## config.mk

```make
export PLATFORM = sky130hd
export DESIGN_NAME = ap3_pipe_alu
export DESIGN_NICKNAME = d
export VERILOG_FILES = /design/src/rtl/ap3_pipe_alu.sv
export SDC_FILE = /design/constraint.sdc
export NUM_CORES = 1
export LEC_CHECK = 0
export ABC_AREA = 1
export BUFFER_PORTS_ARGS = -buffer_cell sky130_fd_sc_hd__buf_2
export CAP_MARGIN = 20
export CORE_UTILIZATION = 45
export DETAILED_ROUTE_END_ITERATION = 16
export PLACE_DENSITY = 0.7
export SYNTH_ARGS = -nofsm -noshare
export SYNTH_HDL_FRONTEND = slang
export SYNTH_SLANG_ARGS = --single-unit
```

## constraint.sdc

```tcl
create_clock -name clk -period 9.2 [get_ports clk]
set_input_delay 1.84 -clock clk [delete_from_list [all_inputs] [get_ports clk]]
set_output_delay 1.84 -clock clk [all_outputs]
set_load 0.02 [all_outputs]
```

## src/rtl/ap3_pipe_alu.sv

```systemverilog
// Pipelined add/subtract/accumulate unit: the carry chain is cut into STAGES
// segments with a register between consecutive segments, valid/ready on both sides.
module ap3_pipe_alu #(
    parameter int WIDTH  = 32,
    parameter int STAGES = 4,
    parameter int ACC_EN = 1
) (
    input  logic             clk,
    input  logic             rst_n,
    input  logic             in_valid,
    output logic             in_ready,
    input  logic [WIDTH-1:0] a,
    input  logic [WIDTH-1:0] b,
    input  logic             ci,
    input  logic             bi,
    input  logic [1:0]       op,
    output logic             out_valid,
    input  logic             out_ready,
    output logic [WIDTH-1:0] y,
    output logic [WIDTH-1:0] x,
    output logic             co,
    output logic             ov
);

    localparam int SEG = (WIDTH + STAGES - 1) / STAGES;
    localparam int PW  = $clog2(STAGES + 1) + 1;

    logic             adv;
    logic             accept;
    logic             acc_op;
    logic             is_load;
    logic             is_accum;
    logic             retire_acc;
    logic [WIDTH-1:0] acc;
    logic [PW-1:0]    acc_pend;
    logic [WIDTH-1:0] op_a;
    logic [WIDTH-1:0] op_b;
    logic             op_c;
    logic             carry;

    // Pipeline registers: rX[k] is the output of stage k.
    logic [WIDTH-1:0] ra [STAGES];
    logic [WIDTH-1:0] rb [STAGES];
    logic [WIDTH-1:0] rs [STAGES];
    logic [WIDTH-1:0] rx [STAGES];
    logic [STAGES-1:0] rc, rm, rv, rf;

    // Stage inputs (previous register, or the operand mux for stage 0).
    logic [WIDTH-1:0] sa [STAGES];
    logic [WIDTH-1:0] sb [STAGES];
    logic [WIDTH-1:0] ss [STAGES];
    logic [WIDTH-1:0] sx [STAGES];
    logic [STAGES-1:0] sc, sm, sv, sf;

    // Next-state sum, carry-out and MSB carry-in of every stage.
    logic [WIDTH-1:0] ns [STAGES];
    logic [STAGES-1:0] nc, nm;

    assign acc_op   = (ACC_EN != 0) && op[1];
    assign is_load  = acc_op && op[0];
    assign is_accum = acc_op && !op[0];

    // A load is an add of a + 0 with no carry, so y = x = a and co = ov = 0.
    assign op_a = is_accum ? acc : a;
    assign op_b = is_load ? '0 : (bi ? ~b : b);
    assign op_c = is_load ? 1'b0 : ci;

    assign out_valid  = rv[STAGES-1];
    assign adv        = !out_valid || out_ready;
    assign in_ready   = rst_n && adv && !(in_valid && acc_op && (acc_pend != '0));
    assign accept     = in_valid && in_ready;
    assign retire_acc = out_valid && out_ready && rf[STAGES-1];

    assign y  = rs[STAGES-1];
    assign x  = rx[STAGES-1];
    assign co = rc[STAGES-1];
    assign ov = rm[STAGES-1] ^ rc[STAGES-1];

    for (genvar k = 0; k < STAGES; k++) begin : g_src
        if (k == 0) begin : g_first
            assign sa[k] = op_a;
            assign sb[k] = op_b;
            assign ss[k] = '0;
            assign sx[k] = op_a ^ op_b;
            assign sc[k] = op_c;
            assign sm[k] = 1'b0;
            assign sv[k] = accept;
            assign sf[k] = acc_op;
        end else begin : g_next
            assign sa[k] = ra[k-1];
            assign sb[k] = rb[k-1];
            assign ss[k] = rs[k-1];
            assign sx[k] = rx[k-1];
            assign sc[k] = rc[k-1];
            assign sm[k] = rm[k-1];
            assign sv[k] = rv[k-1];
            assign sf[k] = rf[k-1];
        end
    end

    // Stage k ripples only the bits of its own segment; a trailing empty
    // segment (possible with ceil sizing) just forwards the carry.
    always_comb begin
        carry = 1'b0;
        for (int k = 0; k < STAGES; k++) begin
            ns[k] = ss[k];
            nm[k] = sm[k];
            carry = sc[k];
            for (int i = 0; i < WIDTH; i++) begin
                if (i / SEG == k) begin
                    ns[k][i] = sa[k][i] ^ sb[k][i] ^ carry;
                    if (i == WIDTH - 1) begin
                        nm[k] = carry;
                    end
                    carry = (sa[k][i] & sb[k][i]) | (carry & (sa[k][i] ^ sb[k][i]));
                end
            end
            nc[k] = carry;
        end
    end

    always_ff @(posedge clk or negedge rst_n) begin
        if (!rst_n) begin
            rc <= '0;
            rm <= '0;
            rv <= '0;
            rf <= '0;
            for (int k = 0; k < STAGES; k++) begin
                ra[k] <= '0;
                rb[k] <= '0;
                rs[k] <= '0;
                rx[k] <= '0;
            end
        end else if (adv) begin
            rc <= nc;
            rm <= nm;
            rv <= sv;
            rf <= sf;
            for (int k = 0; k < STAGES; k++) begin
                ra[k] <= sa[k];
                rb[k] <= sb[k];
                rs[k] <= ns[k];
                rx[k] <= sx[k];
            end
        end
    end

    // Both load and accumulate retire their y into the accumulator.
    always_ff @(posedge clk or negedge rst_n) begin
        if (!rst_n) begin
            acc      <= '0;
            acc_pend <= '0;
        end else begin
            if (retire_acc) begin
                acc <= y;
            end
            case ({accept && acc_op, retire_acc})
                2'b10:   acc_pend <= acc_pend + PW'(1);
                2'b01:   acc_pend <= acc_pend - PW'(1);
                default: acc_pend <= acc_pend;
            endcase
        end
    end

endmodule

```

==> flow_summary.ini <==
[global_route]
grt_max_degree = 183
first_global_vias = 11500
overflow = 0
grt_pass1_wl_um = 58200
grt.total_usage_pct = 20.5
antenna_found_initial = 3

[worst_setup_path]
cp_common_cell = fa_1
cpPeakStageDelay_ns = 0.52
worst_r2r_startpoint = acc[0]
cp_num_buf_inv = 3
reg2reg_to = ns[71]
worstPathMaxFanout = 20
worstSetupPathType = in2reg
critPathCapture = ns[71]
ff2ff_setup_slack_ns = 4.81
critPathLaunchType = primary input
crit_chain = buf_2 -> inv_1 -> nand2_1 -> nand2_1 -> nand2_1 -> fa_1 -> fa_1 -> fa_1 -> fa_1 -> fa_1 -> fa_1 -> fa_1 -> inv_1 -> fa_1 -> o21ai_0
r2r_cells = 12
critPathTopFamily = adder cells
critical_path_cell_count = 15
crit_arrival_ns = 6.79
cp-startpoint = op[0]
required_ns = 9.64
cp-end-kind = flop
slowest_stage = inv_1

[routing]
wl_per_cell_um = 15.0
dr.first_iter.drc_count = 836
drc_errors = 0
final_antenna_net_count = 0
vias_per_cell = 4.96
drtPass1Iterations = 5
routed_wl_um = 34900
routed-via-count = 11500

[clock_tree]
cts_root_buf = clkbuf_16
hold_buffers = 0
cts.path.max_buffers = 3
cts_max_level = 2
clkLatencyLatePin_ns = 0.53
cts_repair_resize_count = 0
postCtsSetupBuffers = 0
cts_made_buffers = 38
clock-sinks = 353
cts_tree = done
clkTransAtPathRegs_ns = 0.06

[sta]
finalSetupTns_ns = 0
worst_slew_pin_slew_ns = 1.05
finalHoldViolCount = 0
fin_crit_sh_pct = 69.1
rsz0062_at_grt = no
setup_viol = 0
fin_ws_ns = 2.84
min_period_ns = 6.36
clock.fmax_mhz = 157
slew_headroom_pct = 30.2
skew_ns = 0.0155
drv_slew = 0

[power]
p_sw_share_pct = 35.9
irDropWorstVdd_mv = 0.284
p_comb_share_pct = 30.2
p_leak_uw = 0.00937
p_switching_uw = 2190
p_int_uw = 3910
seqPwrFrac_pct = 43.5
power_density_nw_per_um2 = 347
clkPwrFrac_pct = 26.3

[placed_design]
dpl_worst_slack_ns = 2.34
place_hpwl_um = 22800
globalplace.congestion = 0.873
dpl_cell_area_um2 = 16200
place.port_buffers = 139

[floorplan]
die_h_um = 188
die_x_um = 188
core_area_um2 = 33800
die-area_um2 = 35300
io_pins = 140
start_util_pct = 46.0
rows = 67

[final_layout]
final_common_cell = nand2_1
utilization_pct = 52.0
final_cell_mix = nand2_1 (831), dfrtp_1 (353), buf_2 (138)
layout-drive-gt1-share_pct = 12.0
multi_input_area_um2 = 5500
num-fill-cells = 3090
syn_to_final_growth_pct = 13.0
seqCellArea_um2 = 8830
fin_area_um2 = 17600
layout.nets = 1964

[synth]
avgSynthCellArea_um2 = 8.75
seq_area_frac_synth_pct = 56.8
synth-seq-cells = 353
syn_inst = 1776
synth_area_um2 = 15500
syn-num-nets = 1892
ys_warn_count = 0
synth.distinct_cells = 23

[worst_hold_path]
hp-class = reg2reg

[job]
cap_violations = 0

[run_status]
outcome = completed
[layer usage]
| metal | share of wire (%) | wire length (µm) | track usage, % |
|---|---|---|---|
| met1 | 42 | 14700 | 26.3 |
| met3 | 6.2 | 2170 | 4.25 |
| met5 | 0.037 | 13 | 0 |
| met4 | 3.2 | 1120 | 7.44 |
| met2 | 49 | 17000 | 34.3 |
[worst min path at each step]
stage / endpoint / depth (start not counted) / slack (ns) / from
floorplan: rv[3] / 2 / 0.42 / rv[2]
finish: rv[3] / 2 / 0.45 / rv[2]
CTS: rv[3] / 2 / 0.46 / rv[2]
global route: rv[3] / 2 / 0.48 / rv[2]
detailed placement: rv[3] / 2 / 0.44 / rv[2]
global placement: rv[3] / 2 / 0.45 / rv[2]
[sequential cells by signal, indices dropped and copies added (netlist names)]
| register | flops |
|---|---|
| acc | 32 |
| acc_pend | 4 |
| ns | 48 |
| ra | 48 |
| rb | 48 |
| rc | 4 |
| rf | 4 |
| rm | 1 |
| rv | 4 |
| rx | 96 |
| x | 32 |
| y | 32 |
[power by group through the flow]
stage | logic, µW | registers, µW | clock network, µW
finish | 1840 | 2660 | 1600
global route | 2140 | 2740 | 1690
CTS | 1880 | 2660 | 1640
detailed placement | 1870 | 2670 | 0
global placement | 1800 | 2660 | 0
floorplan | 1340 | 2670 | 0
[Yosys cell counts (all sizes together)]
cell type	instances	area [µm²]
nand3	85	425
nand3b	1	7.51
or2	2	12.5
fa	33	661
and2	1	6.26
nand2	832	3130
inv	133	499
buf	106	668
dfrtp	353	8830
xor2	2	17.5
ha	11	138
o21ai	139	696
a21oi	7	35.0
clkbuf	15	56.3
xnor2	1	8.76
o21a	38	285
nor2	17	66.3
[per-stage QoR]
stage | power, µW | hold slack (ns) | std cells
2_1_floorplan | 4010 | 0.419 | 1776
3_3_place_gp | 4450 | 0.448 | 2255
3_5_place_dp | 4540 | 0.438 | 2255
4_1_cts | 6180 | 0.462 | 2323
5_1_grt | 6570 | 0.482 | 2325
6_report | 6100 | 0.455 | 2325
[worst reg2reg max path, stage by stage, from the launching register on]
cell and delay [ns]:
dfrtp_1 0.39, nand2_1 0.07, nand2_1 0.08, fa_1 0.41, fa_1 0.46, fa_1 0.46
fa_1 0.47, fa_1 0.46, fa_1 0.46, fa_1 0.42, inv_1 0.08, fa_1 0.39
o21ai_0 0.16
[logic make-up (layout without fill, tap and decap cells)]
family / count (synthesis) / count (layout) / synth area share [%]
buf+inv: 254 / 354 / 7.87
xor+xnor: 3 / 3 / 0.169
flops: 353 / 353 / 56.8
compound gates: 184 / 184 / 6.54
other cells: 0 / 1 / 0
simple gates: 938 / 938 / 23.4
fa+ha+maj: 44 / 44 / 5.14
[final cells by class]
class                      count  area share, %
sequential                   353           50.3
timing repair buffer         153           4.73
antenna                        1         0.0142
clock inverter                13           1.00
multi-input combinational   1169           31.3
inverter                     133           2.87
tap                          448           3.19
clock buffer                  55           6.58
Note: power is estimated with default switching activity, not from simulation.
